`src/rtl/prog_mem_loader.sv`:
```
// Instruction memory for the CPU fetch port, reloadable at run time from a host
// valid/ready stream; holds the CPU in reset while a new program is loaded.
module prog_mem_loader #(
  parameter int ADDR_W = 1,
  parameter int DATA_W = 1
) (
  input  logic              clk,
  input  logic              n_rst,
  input  logic [ADDR_W-1:0] addr,
  output logic [DATA_W-1:0] data,
  input  logic              ld_start,
  input  logic              ld_valid,
  input  logic [DATA_W-1:0] ld_data,
  input  logic              ld_last,
  output logic              ld_ready,
  output logic              cpu_n_rst,
  output logic [ADDR_W:0]   loaded_cnt,
  output logic              ovf
);

  localparam int DEPTH = 2 ** ADDR_W;
  // wptr is one bit wider than the address so it can sit at DEPTH without wrapping
  localparam logic [ADDR_W:0] LAST_IDX = (ADDR_W + 1)'(DEPTH - 1);

  typedef enum logic [1:0] {
    RUN     = 2'd0,
    LOAD    = 2'd1,
    RELEASE = 2'd2
  } state_e;

  state_e              state_q, state_d;
  logic [ADDR_W:0]     wptr_q, wptr_d;
  logic [ADDR_W:0]     cnt_q, cnt_d;
  logic                ovf_q, ovf_d;
  logic                cpu_n_rst_q, cpu_n_rst_d;
  logic                we_s;
  logic [DATA_W-1:0]   mem_q [DEPTH];

  // Next-state, write-enable and counter updates
  always_comb begin
    state_d = state_q;
    wptr_d  = wptr_q;
    cnt_d   = cnt_q;
    ovf_d   = ovf_q;
    we_s    = 1'b0;
    case (state_q)
      RUN: begin
        if (ld_start) begin
          state_d = LOAD;
          wptr_d  = {(ADDR_W + 1){1'b0}};
          cnt_d   = {(ADDR_W + 1){1'b0}};
          ovf_d   = 1'b0;
        end else begin
          state_d = RUN;
        end
      end
      LOAD: begin
        if (ld_start) begin
          // Restart: a word presented in the same cycle is dropped
          wptr_d = {(ADDR_W + 1){1'b0}};
          cnt_d  = {(ADDR_W + 1){1'b0}};
          ovf_d  = 1'b0;
        end else if (ld_valid) begin
          we_s   = 1'b1;
          wptr_d = wptr_q + (ADDR_W + 1)'(1);
          cnt_d  = cnt_q + (ADDR_W + 1)'(1);
          if (ld_last) begin
            state_d = RELEASE;
          end else if (wptr_q == LAST_IDX) begin
            state_d = RELEASE;
            ovf_d   = 1'b1;
          end else begin
            state_d = LOAD;
          end
        end else begin
          state_d = LOAD;
        end
      end
      RELEASE: begin
        if (ld_start) begin
          state_d = LOAD;
          wptr_d  = {(ADDR_W + 1){1'b0}};
          cnt_d   = {(ADDR_W + 1){1'b0}};
          ovf_d   = 1'b0;
        end else begin
          state_d = RUN;
        end
      end
      default: begin
        state_d = RELEASE;
      end
    endcase
    cpu_n_rst_d = (state_d == RUN);
  end

  // Control state register
  always_ff @(posedge clk) begin
    if (!n_rst) begin
      state_q     <= RELEASE;
      wptr_q      <= {(ADDR_W + 1){1'b0}};
      cnt_q       <= {(ADDR_W + 1){1'b0}};
      ovf_q       <= 1'b0;
      cpu_n_rst_q <= 1'b0;
    end else begin
      state_q     <= state_d;
      wptr_q      <= wptr_d;
      cnt_q       <= cnt_d;
      ovf_q       <= ovf_d;
      cpu_n_rst_q <= cpu_n_rst_d;
    end
  end

  // Program storage; reset clears every word
  always_ff @(posedge clk) begin
    if (!n_rst) begin
      for (int i = 0; i < DEPTH; i++) begin
        mem_q[i] <= {DATA_W{1'b0}};
      end
    end else if (we_s) begin
      mem_q[wptr_q[ADDR_W-1:0]] <= ld_data;
    end
  end

  // Fetch is combinational: the CPU consumes data in the cycle it drives addr
  assign data       = mem_q[addr];
  assign ld_ready   = (state_q == LOAD);
  assign cpu_n_rst  = cpu_n_rst_q;
  assign loaded_cnt = cnt_q;
  assign ovf        = ovf_q;

endmodule

```
`config.mk`:
```
export PLATFORM = sky130hd
export DESIGN_NAME = prog_mem_loader
export DESIGN_NICKNAME = d
export VERILOG_FILES = /design/src/rtl/prog_mem_loader.sv
export SDC_FILE = /design/constraint.sdc
export NUM_CORES = 1
export LEC_CHECK = 0
export CORE_MARGIN = 2
export CORE_UTILIZATION = 25
export DETAILED_ROUTE_END_ITERATION = 10
export PLACE_DENSITY_LB_ADDON = 0.12
export SLEW_MARGIN = 20
export SYNTH_ARGS = -nofsm -noshare
export SYNTH_HDL_FRONTEND = slang
export SYNTH_SLANG_ARGS = --single-unit
export TNS_END_PERCENT = 1
```
`constraint.sdc`:
```
create_clock -name clk -period 1.65 [get_ports clk]
set_input_delay 0.33 -clock clk [delete_from_list [all_inputs] [get_ports clk]]
set_output_delay 0.33 -clock clk [all_outputs]
set_load 0.005 [all_outputs]
```
==> out/metrics.csv <==
stage,metric,value,unit
sta,totalNegativeSetupSlack,0,ps
worst_setup_path,worstPathArrival,1240,ps
floorplan,dieWidth,46.5,um
floorplan,num_rows,15,
power,finalPower,547,uW
grt,grt_pass1_wl,1.56,mm
power,p_leak,0.000253,uW
finish,final_util,38.5,%
grt,grtUsageTotal,10.9,%
floorplan,initial_utilization,26.4,%
clock_network,post-cts-setup-buffer-count,0,
power,pwr-share-clk,40.7,%
worst_setup_path,reg2reg_from,state_q[0],
worst_setup_path,required,1320,ps
worst_setup_path,critical_path_peak_fanout,7,
worst_setup_path,crit_type,flop to output port,
clock_network,cts_tree,done,
clock_network,cts_hold_buf,0,
clock_network,cts_sinks,10,
routing,finalWirelength,971,um
finish,antenna_cells,0,
floorplan,dieArea,0.00216,mm2
place,routabilityCongestion,0.711,
clock_network,clkTransAtPathRegs,70,ps
worst_setup_path,reg2reg_setup_slack,450,ps
finish,multi_input_area,233,um2
synthesis,postSynthAreaPerCell,8.86,um2
routing,vias_per_cell,4.31,
routing,ant_nets,0,
finish,fill_cells,191,
routing,wire_per_inst,10.2,um
synthesis,ys_warn_count,0,
synthesis,syn-cell-area,452,um2
place,portBuffers,12,
power,swShare,23.0,%
finish,fin_nets,79,
sta,setup_viol,0,
grt,grt_pass1_vias,359,
clock_network,cts-root-buf,clkbuf_4,
grt,antenna_found_initial,0,
power,p_seq_share,46.8,%
sta,final-hold-violation-count,0,
routing,num_vias,409,
flow_run,cap_viol_max_count,0,
power,irDropWorstVdd,415,uV
sta,max_freq,638,MHz
finish,drive_above_1_share,20.0,%
worst_setup_path,worstSetupStartpoint,state_q[1],
finish,regArea,201,um2
worst_setup_path,worstSetupEndpointType,output port,
sta,tightestPinTransition,289,ps
grt,grt_overflow_total,0,
floorplan,coreArea,0.00171,mm2
clock_network,cts_buffer_depth,2,
clock_network,clkLatencyLatePin,270,ps
worst_setup_path,rr_worst_depth,4,
sta,clock_skew,3.74,ps
place,dpl.cell_count,91,
outcome,outcome,"complete, no violations",
synthesis,seq_area_frac_synth,44.3,%
routing,first_iter_violations,3,
sta,fin_crit_sh,95.0,%
routing,drc,0,
sta,final_max_slew_viol_count,0,
power,power.density,831,mW/mm2
synthesis,synthCells,51,
worst_setup_path,endpoint,ld_ready,
min_path,hp-class,flop to flop,
clock_network,cts_max_level,1,
routing,firstDrtPassIters,3,
floorplan,die_h,46.5,um
worst_setup_path,critical_path.cell_chain,nor2_1 > clkdlybuf4s50_1,
clock_network,numCtsBuffers,3,
sta,slew_headroom,80.7,%
worst_setup_path,slowest_stage,clkdlybuf4s50_1,
grt,grt_max_degree,13,
power,comb_power_share,12.5,%
synthesis,synth_fp_nets,59,
power,power_switching,126,uW
worst_setup_path,startpoint_type,flop,
floorplan,pin_count,13,
power,p_int,421,uW
sta,finalCriticalPeriod,1570,ps
finish,syn_to_final_growth,45.7,%
finish,fin_cells,95,
worst_setup_path,reg2reg_to,loaded_cnt[1],
synthesis,ys_types,21,
worst_setup_path,cp_slowest_stage_delay,500,ps
place,hpwl,710,um
synthesis,ys_seq_elements,10,
sta,rsz0062_at_grt,no,
[placed cells by master, fill, tap and decap left out, types with 2 or more instances in the layout]
cell type        synthesis  routed
nand2_1                  7       7
buf_4                    1       4
dfxtp_1                 10       9
nor2_1                   4       4
mux2i_1                  2       2
o21ai_0                  3       3
a31oi_1                  2       2
a21oi_1                  4       4
inv_1                    3       3
nand3_1                  3       3
clkbuf_4                 0       3
nand3b_1                 2       2
clkdlybuf4s50_1          0      11
[critical path, delay by kind of cell (launching register included)]
kind	cells	cell delay [ps]
buf+inv	1	500
flops	1	370
simple gates	1	110
[worst min path at each step]
stage | startpoint | end | depth (start not counted) | slack [ps]
5_1_grt | mem_q[1] | mem_q[1] | 2 | 480
6_report | mem_q[1] | mem_q[1] | 2 | 460
2_1_floorplan | ld_start | cpu_n_rst | 1 | 410
3_3_place_gp | ovf | ovf | 2 | 450
3_5_place_dp | mem_q[1] | mem_q[1] | 2 | 460
4_1_cts | mem_q[1] | mem_q[1] | 2 | 470
[metrics by stage]
step | hold slack (ps) | cell area (um2) | setup WS (ps)
6_report | 459 | 658 | 83.1
5_1_grt | 477 | 658 | 0.992
4_1_cts | 466 | 662 | 2.11
3_5_place_dp | 455 | 626 | -231
3_3_place_gp | 454 | 626 | -227
2_1_floorplan | 407 | 452 | 619
[flip-flops by register name, indices dropped and copies added (netlist names)]
register    flops
wptr_q          2
mem_q           2
ovf             1
state_q         2
cpu_n_rst       1
loaded_cnt      2
[logic make-up (layout without fill, tap and decap cells)]
logic type	count (synthesis)	after routing	share of synthesized area, %
AND/OR/NAND/NOR	20	20	23.3
buffers and inverters	4	23	4.16
adder cells (fa/ha/maj)	1	1	2.77
flip-flops	10	10	44.3
multiplexers	3	3	6.93
AO/OA/AOI/OAI	13	13	18.6
[power by group through the flow]
stage                     clock (uW)  sequential [uW]  combinational [uW]
after global placement             0              261                69.2
after CTS                        240              255                68.7
after floorplan                    0              260                28.6
after global routing             251              257                75.0
after detailed placement           0              261                68.4
final                            223              256                68.1
[routing by layer]
layer	part of all wire, %	GRT usage, %	up-vias
met3	8.1	5.10	2
met5	0	0	-
li1	-	-	221
met2	39	14.4	13
met4	1.2	6.86	0
met1	51	13.8	173
[what timing repair did]
| action | 4_1_cts | 5_1_grt |
|---|---|---|
| pin swaps | 0 | 0 |
| cloned | 0 | 0 |
| endpoints found under the setup margin | 1 | 2 |
| resized for setup | 2 | 2 |
[layout make-up]
cell class	count	area share, %
clock buffers	4	5.51
repair buffers	16	22.1
flip-flops and latches	10	30.6
multi-input cells	37	35.4
inverters	3	1.71
well taps	25	4.75
[Yosys cell counts (all sizes together)]
library cell,instances,area (um2)
ha,1,12.5
nand2,7,26.3
nor3b,1,12.5
nor4bb,1,10.0
o21ai,3,15.0
a21o,1,8.76
a21bo,1,10.0
mux2,1,11.3
inv,3,11.3
nor2,4,15.0
nor3,1,5.00
dfxtp,10,200
mux2i,2,20.0
nand3b,2,15.0
a21oi,5,28.8
or3,1,6.26
o311ai,1,8.76
buf,1,7.51
a31oi,2,12.5
nand3,3,15.0
Power figures use the tool's default switching activity.
